<file path="src/rtl/emio_gpio_pkg.sv">
// emio_gpio_pkg: shared constants for the EMIO GPIO input return path.
//   EMIO_W       width of the PS7 EMIOGPIOI / EMIOGPIOO buses
//   LEVEL_BASE   first gpio_i bit carrying debounced levels
//   RISE_BASE    first gpio_i bit carrying sticky rise flags
//   FALL_BASE    first gpio_i bit carrying sticky fall flags
//   ACK_BASE     first gpio_o bit carrying per-channel event acknowledge
//   MAX_CH       largest supported channel count (one 16-bit lane per field)
package emio_gpio_pkg;

    localparam int unsigned EMIO_W     = 64;
    localparam int unsigned LEVEL_BASE = 0;
    localparam int unsigned RISE_BASE  = 16;
    localparam int unsigned FALL_BASE  = 32;
    localparam int unsigned ACK_BASE   = 48;
    localparam int unsigned MAX_CH     = 16;

    // Counter width for a debounce window; never narrower than one bit.
    function automatic int unsigned cnt_width(input int unsigned cycles);
        return (cycles < 2) ? 1 : $clog2(cycles);
    endfunction

endpackage

</file>
<file path="src/rtl/emio_debounce_ch.sv">
// emio_debounce_ch: one button channel. Two-flop synchronizer, stability
// counter and debounced level, plus one-cycle rise/fall pulses that fire in
// the same cycle the level is about to change.
// Parameters:
//   DEBOUNCE_CYCLES  consecutive mismatching samples needed to accept a change
// Ports:
//   i_clk    clock
//   i_rst    asynchronous active-high reset
//   i_btn    asynchronous board input
//   o_level  debounced level
//   o_rise   one-cycle pulse, level about to go 0 -> 1
//   o_fall   one-cycle pulse, level about to go 1 -> 0
module emio_debounce_ch
    import emio_gpio_pkg::*;
#(
    parameter int unsigned DEBOUNCE_CYCLES = 50000
) (
    input  logic i_clk,
    input  logic i_rst,
    input  logic i_btn,
    output logic o_level,
    output logic o_rise,
    output logic o_fall
);

    localparam int unsigned          CNT_W    = cnt_width(DEBOUNCE_CYCLES);
    localparam logic [CNT_W-1:0]     CNT_LAST = CNT_W'(DEBOUNCE_CYCLES - 1);

    logic             r_meta;
    logic             r_sync;
    logic             r_level;
    logic [CNT_W-1:0] r_cnt;

    logic w_diff;
    logic w_done;

    assign w_diff = r_sync ^ r_level;
    // Last mismatching sample of the window: level flips at the coming edge.
    assign w_done = w_diff && (r_cnt == CNT_LAST);

    always_ff @(posedge i_clk or posedge i_rst) begin
        if (i_rst) begin
            r_meta  <= 1'b0;
            r_sync  <= 1'b0;
            r_level <= 1'b0;
            r_cnt   <= '0;
        end else begin
            r_meta <= i_btn;
            r_sync <= r_meta;
            if (!w_diff) begin
                // Any agreeing sample restarts the window, rejecting glitches.
                r_cnt <= '0;
            end else if (w_done) begin
                r_level <= r_sync;
                r_cnt   <= '0;
            end else begin
                r_cnt <= r_cnt + 1'b1;
            end
        end
    end

    assign o_level = r_level;
    assign o_rise  = w_done & r_sync;
    assign o_fall  = w_done & ~r_sync;

endmodule

</file>
<file path="src/rtl/emio_gpio_in.sv">
// emio_gpio_in: PL-to-PS return path for the EMIO GPIO bank. Debounces N_CH
// board inputs and presents levels plus sticky rise/fall flags on EMIOGPIOI.
// The PS clears a channel's flags with a 0 -> 1 transition on its ack bit.
// Configuration macro: EMIO_GPIO_IN_IRQ_EN builds the registered irq output;
// without it irq is tied low and the PS polls gpio_i.
// Parameters:
//   N_CH             number of input channels, 1..16
//   DEBOUNCE_CYCLES  stable samples required to accept a level change, >= 2
// Ports:
//   clk     FCLKCLK[0]
//   rst     asynchronous active-high reset
//   btn     asynchronous board inputs
//   gpio_o  PS EMIOGPIOO; bits [48+k] acknowledge channel k events
//   gpio_i  to PS EMIOGPIOI: [k] level, [16+k] rise flag, [32+k] fall flag
//   irq     to IRQF2P[0], level, active-high
module emio_gpio_in
    import emio_gpio_pkg::*;
#(
    parameter int unsigned N_CH            = 4,
    parameter int unsigned DEBOUNCE_CYCLES = 50000
) (
    input  logic              clk,
    input  logic              rst,
    input  logic [N_CH-1:0]   btn,
    input  logic [EMIO_W-1:0] gpio_o,
    output logic [EMIO_W-1:0] gpio_i,
    output logic              irq
);

    if (N_CH < 1 || N_CH > MAX_CH) begin : g_bad_n_ch
        $error("emio_gpio_in: N_CH must be in 1..16");
    end
    if (DEBOUNCE_CYCLES < 2) begin : g_bad_debounce
        $error("emio_gpio_in: DEBOUNCE_CYCLES must be >= 2");
    end

    logic [N_CH-1:0] w_level;
    logic [N_CH-1:0] w_rise;
    logic [N_CH-1:0] w_fall;
    logic [N_CH-1:0] w_ack;
    logic [N_CH-1:0] w_ack_pulse;
    logic            w_unused_gpio_o;

    logic [N_CH-1:0] r_rise_flag;
    logic [N_CH-1:0] r_fall_flag;
    logic [N_CH-1:0] r_ack_q;

    for (genvar k = 0; k < N_CH; k++) begin : g_ch
        emio_debounce_ch #(
            .DEBOUNCE_CYCLES(DEBOUNCE_CYCLES)
        ) u_ch (
            .i_clk  (clk),
            .i_rst  (rst),
            .i_btn  (btn[k]),
            .o_level(w_level[k]),
            .o_rise (w_rise[k]),
            .o_fall (w_fall[k])
        );
    end

    assign w_ack           = gpio_o[ACK_BASE +: N_CH];
    // Only the 0 -> 1 edge clears, so a held ack does not swallow later events.
    assign w_ack_pulse     = w_ack & ~r_ack_q;
    assign w_unused_gpio_o = ^gpio_o;

    always_ff @(posedge clk or posedge rst) begin
        if (rst) begin
            r_rise_flag <= '0;
            r_fall_flag <= '0;
            r_ack_q     <= '0;
        end else begin
            r_ack_q     <= w_ack;
            // Set has priority over a coincident clear.
            r_rise_flag <= w_rise | (r_rise_flag & ~w_ack_pulse);
            r_fall_flag <= w_fall | (r_fall_flag & ~w_ack_pulse);
        end
    end

    always_comb begin
        gpio_i                         = '0;
        gpio_i[LEVEL_BASE +: N_CH]     = w_level;
        gpio_i[RISE_BASE  +: N_CH]     = r_rise_flag;
        gpio_i[FALL_BASE  +: N_CH]     = r_fall_flag;
    end

`ifdef EMIO_GPIO_IN_IRQ_EN
    logic r_irq;

    always_ff @(posedge clk or posedge rst) begin
        if (rst) begin
            r_irq <= 1'b0;
        end else begin
            r_irq <= |{r_rise_flag, r_fall_flag};
        end
    end

    assign irq = r_irq;
`else
    assign irq = 1'b0;
`endif

endmodule

</file>
<file path="config.mk">
export PLATFORM = sky130hd
export DESIGN_NAME = emio_gpio_in
export DESIGN_NICKNAME = d
export VERILOG_FILES = /design/src/rtl/emio_gpio_pkg.sv /design/src/rtl/emio_debounce_ch.sv /design/src/rtl/emio_gpio_in.sv
export SDC_FILE = /design/constraint.sdc
export NUM_CORES = 1
export LEC_CHECK = 0
export BUFFER_PORTS_ARGS = -buffer_cell sky130_fd_sc_hd__buf_4
export CORE_MARGIN = 2
export CORE_UTILIZATION = 50
export DETAILED_ROUTE_END_ITERATION = 8
export MAX_ROUTING_LAYER = met4
export PLACE_DENSITY_LB_ADDON = 0.1
export SLEW_MARGIN = 10
export SYNTH_ARGS = -nofsm -noshare
export SYNTH_HDL_FRONTEND = slang
export SYNTH_HIERARCHICAL = 1
export SYNTH_SLANG_ARGS = --single-unit
</file>
<file path="constraint.sdc">
create_clock -name clk -period 3.9 [get_ports clk]
set_input_delay 0.78 -clock clk [delete_from_list [all_inputs] [get_ports clk]]
set_output_delay 0.78 -clock clk [all_outputs]
set_load 0.03 [all_outputs]
</file>
# ---- Word level (Yosys, flattened, before mapping)
# Cells that the tools add are included.
dict set report word_totals {
  ff_bits 88
  latch_bits 0
  ramBits 0
  romBits 0
  in_bits 70
  out_inout_bits 65
  elab_cells 66
  mem_count 0
}
dict set report classes {
  add_sub_neg 4
  multipliers 0
  div_mod_pow 0
  n_lt_le_gt_ge 0
  n_eq_ne 4
  shifts 0
  muxes 8
  bitwise_logic 23
  n_reduce_logical 8
}
# op count
set op_table {}
lappend op_table {{16-bit 2-to-1 mux} 8}
lappend op_table {{16-bit by 1-bit adder with 16-bit output, second input constant} 4}
lappend op_table {{16-bit == test, second input constant} 4}
lappend op_table {{4-bit AND} 3}
lappend op_table {{1-bit AND} 8}
lappend op_table {{4-bit NOT} 2}
lappend op_table {{4-bit bitwise OR} 2}
lappend op_table {{2-bit AND reduction} 4}
lappend op_table {{1-bit logical AND} 4}
lappend op_table {{1-bit NOT} 4}
lappend op_table {{1-bit bitwise XOR} 4}

# ---- Logic depth before layout (Yosys ltp)
dict set report depth {
  depth_word 5
  mapped_depth 6
  mapped_depth_nobuf 5
}

# ---- Hierarchy
# Netlist, hierarchy kept.
# mod instances cells_each area_each_um2
set modules_own_cells {}
lappend modules_own_cells {emio_debounce_ch 4 86 958.4}
lappend modules_own_cells {emio_gpio_in 1 79 820.8}

# ---- Worst setup path after synthesis
# No wires, ideal clock.
dict set report synth_timing {
  kind {reg-to-reg}
  from {reg g_ch[0].u_ch.r_cnt[0]}
  to {reg g_ch[0].u_ch.r_level}
  arrival_ns 1.325
  required_ns 3.772
  slack_ns 2.447
  stages_incl_launch_ff 5
  cell_sequence {dfrtp_1 ha_1 nand3_1 nand4b_4 mux2_1}
}
dict set report synth_via {
  elab_chain_cells 3
}
# item line_no
set synth_lines {}
lappend synth_lines {{from (decl)} emio_debounce_ch.sv:32} ;# logic [CNT_W-1:0] r_cnt;
lappend synth_lines {{from (signal assigned)} emio_debounce_ch.sv:57} ;# r_cnt <= r_cnt + 1'b1;
lappend synth_lines {{16-bit == test} emio_debounce_ch.sv:39} ;# assign w_done = w_diff && (r_cnt == CNT_LAST);
lappend synth_lines {{1-bit logical AND} emio_debounce_ch.sv:39}
lappend synth_lines {{2-bit AND reduction (no source line)} n/a}
lappend synth_lines {{to (signal assigned)} emio_debounce_ch.sv:54} ;# r_level <= r_sync;
lappend synth_lines {{to (decl)} emio_debounce_ch.sv:31} ;# logic r_level;
# No other way between the ends.
# A chain may end at the register's enable or synchronous reset.

# ---- Worst setup path after layout
dict set report layout_timing {
  from {reg g_ch[0].u_ch.r_level}
  to {out gpio_i[0]}
}
# item line_no
set layout_lines {}
lappend layout_lines {{to (decl)} emio_gpio_in.sv:26} ;# output logic [EMIO_W-1:0] gpio_i,
# No word-level cell between the ends.

==> results by group <==
Outcome
  – Status: complete, no violations

Cells and area
  – Most common cell after layout, fill and taps aside: dfrtp_1
  – Most frequent cells in the layout: dfrtp_1 (88), nor2_1 (72), conb_1 (53)
  – Final nets: 524
  – Share of layout cells above drive strength 1: 17.8%
  – Sequential cell area: 0.00220 mm2
  – Diode count: 0
  – Final Non-Filler Cells: 566
  – Area growth from synthesis to layout: 4.89%
  – Layout fillers: 818
  – Area of the multi-input gates: 0.00214 mm2

Setup path
  – CP cell instances: buf_4
  – Crit start category: flop
  – Worst Path Required: 3.12 ns
  – Largest delay share family, worst path: flip-flops
  – CP Buf/Inv Count: 1
  – Critical Path End Type: output pin
  – Worst Path Arrival: 0.97 ns
  – Slowest stage delay, CP: 0.43 ns
  – CP Max Fanout: 5
  – Slowest stage cell, crit path: dfrtp_1
  – WS Path Type: reg2out

Timing
  – RSZ-0062 raised after global routing: false
  – Slew margin rel.: 49.1%
  – Worst-Margin Slew: 0.763 ns
  – Fin. max-slew vios: 0
  – Count of final setup violators: 0
  – Max Freq: 570 MHz
  – Final hold vios: 0
  – Minimum clock period: 1.75 ns
  – Setup TNS: 0 ns
  – Final clock skew: 0.0104 ns
  – WHS: 0.354 ns
  – Period Utilization, post-route: 45.0%

Synth
  – Avg Inst Size Synth: 11.0 um2
  – Yosys warnings: 6
  – Post-synth EDFFs: 0
  – Post-Synthesis Cells: 423
  – Sequential area share after synthesis: 47.3%
  – Flops & latches, synth: 88
  – Asr flop ratio synth: 100%
  – Yosys cell types: 26
  – Post-Syn Area: 0.00465 mm2
  – Main synth FF type: dfrtp_1

Global routing
  – Initial antenna violation count: 0
  – Number of global-route vias before repair: 2,618
  – GRT Resource Usage Total: 15.7%
  – Grt peak-use layer: met2
  – Global Route met2 Usage: 23.9%
  – Global routing met3 resource utilization: 3.05%
  – Global route overflow: 0
  – First-pass GRT wire length: 12,200 um
  – M1 GR Usage: 20.9%
  – Largest net degree at the start of global routing: 20

Clock tree
  – CTS buffer count: 9
  – CTS Hold Buffers Added: 0
  – Setup bufs post-CTS: 0
  – Clock Sinks: 88
  – Clk buf depth: 2
  – H-tree level count: 3
  – Post-cts sizing count: 0
  – Clock Latency Late Sink: 0.36 ns
  – Reg clk slew, reported paths: 0.09 ns
  – CTS tree: done
  – Root Driver: clkbuf_8

Route
  – Vias per cell: 4.90
  – ANT nets after route: 0
  – DRT Pass-1 Iters: 4
  – Final WL: 7070 um
  – Drt first-iter violations: 125
  – DR WL/cell: 12.5 um
  – Remaining DRCs: 0
  – Routed via count: 2,772

Place
  – GP Congestion: 0.762
  – Placed cell count: 550
  – Number of port buffers: 21
  – Post-DP HPWL: 4920 um

Pwr
  – Peak VDD IR: 0.216 mV
  – Pwr/cell area: 338 mW/mm2
  – Design Power: 1650 uW
  – Pleak: 0.00233 uW

Floorplanning
  – DIE HEIGHT: 100 um
  – Die width: 100 um
  – CORE AREA: 0.00915 mm2
  – Die footprint: 0.0101 mm2
  – Total I/O pin count: 135
  – Cell Rows: 35
  – Initial core utilization: 50.9%

Flow run
  – Max Cap Violations: 0

Worst hold path
  – Hold crit path type: reg2reg
## where the power goes
part	total, uW	switching, uW	internal (uW)
logic	127	106	20.9
clock network	582	345	237
registers	941	12.8	928
total	1650	464	1190
## worst paths after layout
path / start / endpoint / slack, ns / cells past startpoint
max reg2reg: g_ch[3].u_ch/r_cnt[0] / g_ch[3].u_ch/r_cnt[2] / 2.20 / 5
min: g_ch[2].u_ch/r_meta / g_ch[2].u_ch/r_sync / 0.35 / 0
max in group asynchronous: rst / g_ch[1].u_ch/r_cnt[12] / 2.84 / 2
max: g_ch[0].u_ch/o_level / gpio_i[0] / 2.15 / 1
min reg2reg: g_ch[2].u_ch/r_meta / g_ch[2].u_ch/r_sync / 0.35 / 0
min in group asynchronous: rst / r_fall_flag[1] / 0.47 / 2
## cell type report
type / instances / area share [%]
multi-input combinational: 313 / 43.8
inverter: 17 / 1.31
tap: 111 / 2.84
sequential: 88 / 45.1
clock inverter: 7 / 1.13
clock buffer: 9 / 2.54
timing repair buffer: 21 / 3.23
## metal layers
metal	routed length [um]	vias to the layer above
met2	3290	55
li1	-	1354
met1	3410	1352
met5	0	-
met3	237	11
met4	125	0
## synthesized netlist by cell type (8+ instances only)
| master | number | area share [%] |
|---|---|---|
| xor2_1 | 8 | 1.5 |
| buf_4 | 53 | 8.5 |
| inv_1 | 17 | 1.4 |
| and4bb_2 | 8 | 2.2 |
| nor3_1 | 16 | 1.7 |
| xnor2_1 | 52 | 9.8 |
| nand2_1 | 12 | 0.97 |
| nand4_1 | 8 | 1.1 |
| dfrtp_1 | 88 | 47 |
| a21o_1 | 8 | 1.3 |
| nor3b_1 | 8 | 1.3 |
| nor4_2 | 8 | 2.2 |
| nor2_1 | 72 | 5.8 |
| nand3_1 | 20 | 2.2 |
## sequential cells by signal, summed over array words and instances, names as in the netlist
name / cells
g_ch.u_ch/r_meta: 4
r_rise_flag: 4
r_fall_flag: 4
r_ack_q: 4
g_ch.u_ch/o_level: 4
g_ch.u_ch/r_cnt: 64
g_ch.u_ch/r_sync: 4
## stage by stage
step	cell area (um2)	utilization [%]	worst slack [ns]
after detailed placement	4700	51.4	2.18
final	4880	53.3	2.15
after floorplan	4850	-	2.45
after global placement	4700	51.4	2.18
after CTS	4880	53.3	2.12
after global routing	4880	53.3	2.04
## cell families (layout without fill, tap and decap cells)
logic type	after synthesis	in the layout	share of synthesized area, %
simple gates	184	184	27.1
flops	88	88	47.3
buf+inv	74	54	10.9
xor+xnor	60	60	11.3
compound gates	8	8	1.29
fa+ha+maj	4	4	1.08
mux	4	4	0.968
other cells	1	53	0.0806
No activity file was read; power rests on OpenSTA's default activity.
